**config.mk**
```make
export PLATFORM = sky130hd
export DESIGN_NAME = regfile_bypass_sb
export DESIGN_NICKNAME = d
export VERILOG_FILES = /design/src/rtl/regfile_pkg.sv /design/src/rtl/rf_scoreboard.sv /design/src/rtl/regfile_bypass_sb.sv
export SDC_FILE = /design/constraint.sdc
export NUM_CORES = 2
export LEC_CHECK = 0
export ABC_AREA = 1
export BUFFER_PORTS_ARGS = -buffer_cell sky130_fd_sc_hd__buf_4
export CAP_MARGIN = 20
export CORE_MARGIN = 2
export CORE_UTILIZATION = 30
export CTS_CLUSTER_DIAMETER = 30
export DETAILED_ROUTE_END_ITERATION = 10
export PLACE_DENSITY = 0.56
export SYNTH_ARGS = -nofsm -noshare
export SYNTH_HDL_FRONTEND = slang
export SYNTH_HIERARCHICAL = 1
export SYNTH_SLANG_ARGS = --single-unit
```
**constraint.sdc**
```tcl
create_clock -name CLK -period 3.4 [get_ports CLK]
set_input_delay 1.02 -clock CLK [delete_from_list [all_inputs] [get_ports CLK]]
set_output_delay 1.02 -clock CLK [all_outputs]
set_load 0.02 [all_outputs]
```
**src/rtl/regfile_pkg.sv**
```systemverilog
// Shared constants and helpers for the bypassing register file and its busy scoreboard.
package regfile_pkg;

    localparam int XLEN_DEF  = 32;
    localparam int NREGS_DEF = 32;
    localparam int AW_DEF    = $clog2(NREGS_DEF);

    // Register 0 is hardwired: never written, never busy, always reads zero.
    function automatic logic is_zero_reg(input logic [31:0] addr);
        return (addr == 32'd0);
    endfunction

endpackage

```
**src/rtl/rf_scoreboard.sv**
```systemverilog
// Per-register pending-writeback tracking plus a registered popcount of the busy bits.
module rf_scoreboard
    import regfile_pkg::*;
#(
    parameter int NREGS = NREGS_DEF,
    parameter int AW    = $clog2(NREGS)
) (
    input  logic             CLK,
    input  logic             RST,
    input  logic             set_en,
    input  logic [AW-1:0]    set_idx,
    input  logic             clr_en,
    input  logic [AW-1:0]    clr_idx,
    output logic [NREGS-1:0] busy,
    output logic [AW:0]      busy_cnt
);

    localparam logic [AW:0] CNT_ONE = 1;

    logic             set_v;
    logic             clr_v;
    logic             inc;
    logic             dec;
    logic [NREGS-1:0] busy_nxt;

    always_comb begin
        set_v    = set_en && !is_zero_reg(32'(set_idx));
        clr_v    = clr_en && !is_zero_reg(32'(clr_idx));
        busy_nxt = busy;
        // Clear first so an issue in the same cycle (the newer producer) wins.
        if (clr_v) busy_nxt[clr_idx] = 1'b0;
        if (set_v) busy_nxt[set_idx] = 1'b1;
        inc = set_v && !busy[set_idx];
        dec = clr_v && busy[clr_idx] && !(set_v && (set_idx == clr_idx));
    end

    always_ff @(posedge CLK) begin
        if (RST) begin
            busy     <= '0;
            busy_cnt <= '0;
        end else begin
            busy <= busy_nxt;
            case ({inc, dec})
                2'b10:   busy_cnt <= busy_cnt + CNT_ONE;
                2'b01:   busy_cnt <= busy_cnt - CNT_ONE;
                default: busy_cnt <= busy_cnt;
            endcase
        end
    end

endmodule

```
**src/rtl/regfile_bypass_sb.sv**
```systemverilog
// Parametrised integer register file with write-to-read bypass and a busy scoreboard.
// WE and ISSUE_EN are single-cycle qualifiers sampled at the rising edge; there is no handshake.
module regfile_bypass_sb
    import regfile_pkg::*;
#(
    parameter int XLEN  = XLEN_DEF,
    parameter int NREGS = NREGS_DEF,
    parameter int NRP   = 2,
    localparam int AW   = $clog2(NREGS)
) (
    input  logic              CLK,
    input  logic              RST,
    input  logic [NRP*AW-1:0] RADDR,
    output logic [NRP*XLEN-1:0] RDATA,
    output logic [NRP-1:0]    RBUSY,
    input  logic              WE,
    input  logic [AW-1:0]     WADDR,
    input  logic [XLEN-1:0]   WDATA,
    input  logic              ISSUE_EN,
    input  logic [AW-1:0]     ISSUE_RD,
    output logic [AW:0]       BUSY_CNT
);

    logic [XLEN-1:0]  regs [NREGS];
    logic [NREGS-1:0] busy;
    logic             wr_v;
    logic [AW-1:0]    ra;

    assign wr_v = WE && !is_zero_reg(32'(WADDR));

    rf_scoreboard #(
        .NREGS (NREGS),
        .AW    (AW)
    ) u_sb (
        .CLK      (CLK),
        .RST      (RST),
        .set_en   (ISSUE_EN),
        .set_idx  (ISSUE_RD),
        .clr_en   (WE),
        .clr_idx  (WADDR),
        .busy     (busy),
        .busy_cnt (BUSY_CNT)
    );

    always_ff @(posedge CLK) begin
        if (RST) begin
            for (int i = 0; i < NREGS; i++) regs[i] <= '0;
        end else if (wr_v) begin
            regs[WADDR] <= WDATA;
        end
    end

    // A writeback in flight to the same register both supplies the data and resolves the hazard.
    always_comb begin
        RDATA = '0;
        RBUSY = '0;
        ra    = '0;
        for (int p = 0; p < NRP; p++) begin
            ra = RADDR[p*AW +: AW];
            if (!is_zero_reg(32'(ra))) begin
                if (wr_v && (WADDR == ra)) begin
                    RDATA[p*XLEN +: XLEN] = WDATA;
                end else begin
                    RDATA[p*XLEN +: XLEN] = regs[ra];
                    RBUSY[p]              = busy[ra];
                end
            end
        end
    end

endmodule

```
==> flow_summary.json <==
{
  "status": "finished with violations",
  "violations": "negative setup slack",
  "hold_path_class": "reg -> reg",
  "globalRoute.totalOverflow": 0,
  "synth_edf_count": 1024,
  "cts_tree": "done",
  "r2r-end": "u_sb/busy_cnt[4]",
  "clock_sinks": 1062,
  "power_w": 0.04724,
  "antenna_found_initial": 6,
  "synthTopCellsByCount": "nand2_1, nor2_1, nand3_1",
  "vdd_drop_max_uv": 504.4,
  "h-tree-depth": 5,
  "period_minus_slack_ps": 3780,
  "synth_seq_cells": 1062,
  "critical_path.max_fanout": 21,
  "postRouteWirelength_um": 273600,
  "drt-initial-drc-count": 7359,
  "worstHoldStart": "u_sb/busy_cnt[5]",
  "synthesis.area_sq_um": 60060,
  "whs_path_depth": 2,
  "seq_area_frac_synth": 0.5246,
  "cts_buffers": 276,
  "synth.distinct_cells": 37,
  "crit_path_end_kind": "output port",
  "grt_first_pass_wirelength_um": 386200,
  "wl_per_cell_um": 25.10,
  "slew_headroom": 0.4167,
  "floorplan.core_area_sq_um": 199500,
  "slew_viol_final": 0,
  "setup_slack_ps": -380.4,
  "fillerInstances": 18870,
  "r2r-start": "u_sb/busy[28]",
  "start_util": 0.3011,
  "reg2reg_setup_slack_ps": 910,
  "clk_latency_ps": 890,
  "tightest_slew_ps": 875.0,
  "cts.path.max_buffers": 4,
  "rsz0062_at_grt": "yes",
  "route.detailed.drc": 0,
  "synth_top_area_cell": "edfxtp_1",
  "synthCells": 7483,
  "avgSynthCellArea_sq_um": 8.026,
  "finalHoldViolCount": 0,
  "timing.fmax_mhz": 264.5,
  "routabilityCongestion": 0.9210,
  "synth_top_area_frac": 0.5120,
  "die_h_um": 451.4,
  "crit_required_ps": 2380,
  "path_clk_slew_ps": 40,
  "max-cap-violations": 0,
  "viasPerCell": 5.534,
  "nets": 8115,
  "power.density_nw_per_um2": 555.3,
  "drtPass1Iterations": 9,
  "num_rows": 164,
  "cts-root-buf": "clkbuf_16",
  "drive_above_1_share": 0.2424,
  "place_ws_ps": -640.6,
  "dieArea_sq_um": 203800,
  "min_period_over_period": 1.112,
  "holdPathEnd": "u_sb/busy_cnt[5]",
  "num_vias": 60320,
  "leakage_nw": 35.09,
  "tns_ps": -16090,
  "reg2reg_depth": 17,
  "setup_viol": 66,
  "crit_type": "in -> out",
  "ant_nets": 0,
  "track_usage": 0.2546,
  "start_kind": "input pin",
  "worstPathArrival_ps": 2760,
  "synth_most_common_cell": "nand2_1",
  "synth_area_leaders": "edfxtp_1, nand2_1, nand3_1, nor2_1, o211ai_1",
  "post_dp_cell_area_sq_um": 69220,
  "fin_worst_skew_ps": 31.49,
  "syn2layout_area_growth_pct": 41.63,
  "io-pin-count": 128,
  "hpwl_um": 166200,
  "grt_pass1_vias": 57570,
  "io_buffers": 127,
  "fin_area_sq_um": 85070,
  "async_flop_share": 0,
  "die_w_um": 451.4,
  "yosys_warnings": 6,
  "ys.flop_type": "edfxtp_1",
  "grt_max_degree": 58
}
[per-layer routing]
layer / track usage / vias to the layer above / wire [um]
met4: 0.1667 / 2 / 20350
met1: 0.3084 / 28950 / 100200
met2: 0.4104 / 3910 / 125700
met5: 0 / - / 16
li1: - / 26450 / -
met3: 0.05299 / 1005 / 27390
[where the power goes]
part	switching (W)	internal [W]
clock network	0.00794	0.0170
registers	0.000332	0.0151
logic	0.00429	0.00257
[timing repair]
item / in CTS / in global routing
setup buffers: 50 / 29
cloned: 50 / 32
pin swaps: 133 / 208
gates resized for setup: 703 / 406
hold buffers: 0 / 0
endpoints found under the setup margin: 66 / 66
[stage by stage]
stage | hold slack, ps | std cells | utilization
after global routing | 458.4 | 10900 | 0.4265
after global placement | 480.5 | 10290 | 0.3470
after detailed placement | 499.6 | 10290 | 0.3470
after floorplan | 439.9 | 7514 | -
final | 499.0 | 10900 | 0.4265
after CTS | 455.2 | 10850 | 0.4149
[cells in the final DEF, fill, tap and decap left out, types with 156 or more instances in the layout]
cell type / count
buf_12: 202
nand2_2: 156
buf_4: 461
edfxtp_1: 1024
a21oi_1: 224
nor2_1: 1277
o211ai_1: 422
nand3_2: 210
clkbuf_16: 314
nand3_1: 757
o21ai_0: 294
nand2_1: 1442
inv_1: 511
[worst max-delay path, cell delays in order]
cell and delay (ps):
clkbuf_16 180, buf_16 200, buf_12 180, a21oi_1 170, o21ai_0 160, nand3_1 120
nand3_2 150, nand3_4 140, nand2_1 80, nor2_2 80, buf_4 100, buf_4 120
[flip-flops by register name, indices dropped and copies added (netlist names)]
register,cells
u_sb/busy,32
regs,1024
u_sb/busy_cnt,6
[cells by family after synthesis]
family	share of synthesized area
AOI/OAI and AO/OA	0.1122
xor gates and xnor gates	0.001750
adders and majority gates	0.001375
buffers and inverters	0.08095
DFF	0.5246
other	0.00006244
and+or+nand+nor	0.2790
[area by class of cell]
class                           count  area (sq um)  area share
Sequential cell                  1062         31510      0.3704
Multi-Input combinational cell   5244         26950      0.3168
Timing Repair Buffer              926         12340      0.1451
Clock buffer                      312          7232     0.08501
Tap cell                         2656          3323     0.03907
Inverter                          540          2131     0.02505
Clock inverter                    154          1526     0.01794
Timing Repair inverter              3         38.79   0.0004560
Antenna cell                        4         10.01   0.0001177
[how the worst max path moves through the flow]
stage                      endpoint  startpoint  cells past startpoint  slack, ps
after floorplan            RBUSY[1]    WADDR[3]                      9        -20
after global placement    RDATA[42]    WADDR[4]                     10       -680
after detailed placement  RDATA[42]    WADDR[4]                     10       -640
after CTS                  RDATA[9]    RADDR[1]                     11       -280
after global routing       RBUSY[0]    RADDR[1]                     12       -410
final                      RBUSY[0]    RADDR[1]                     12       -380
Power figures use the tool's default switching activity.
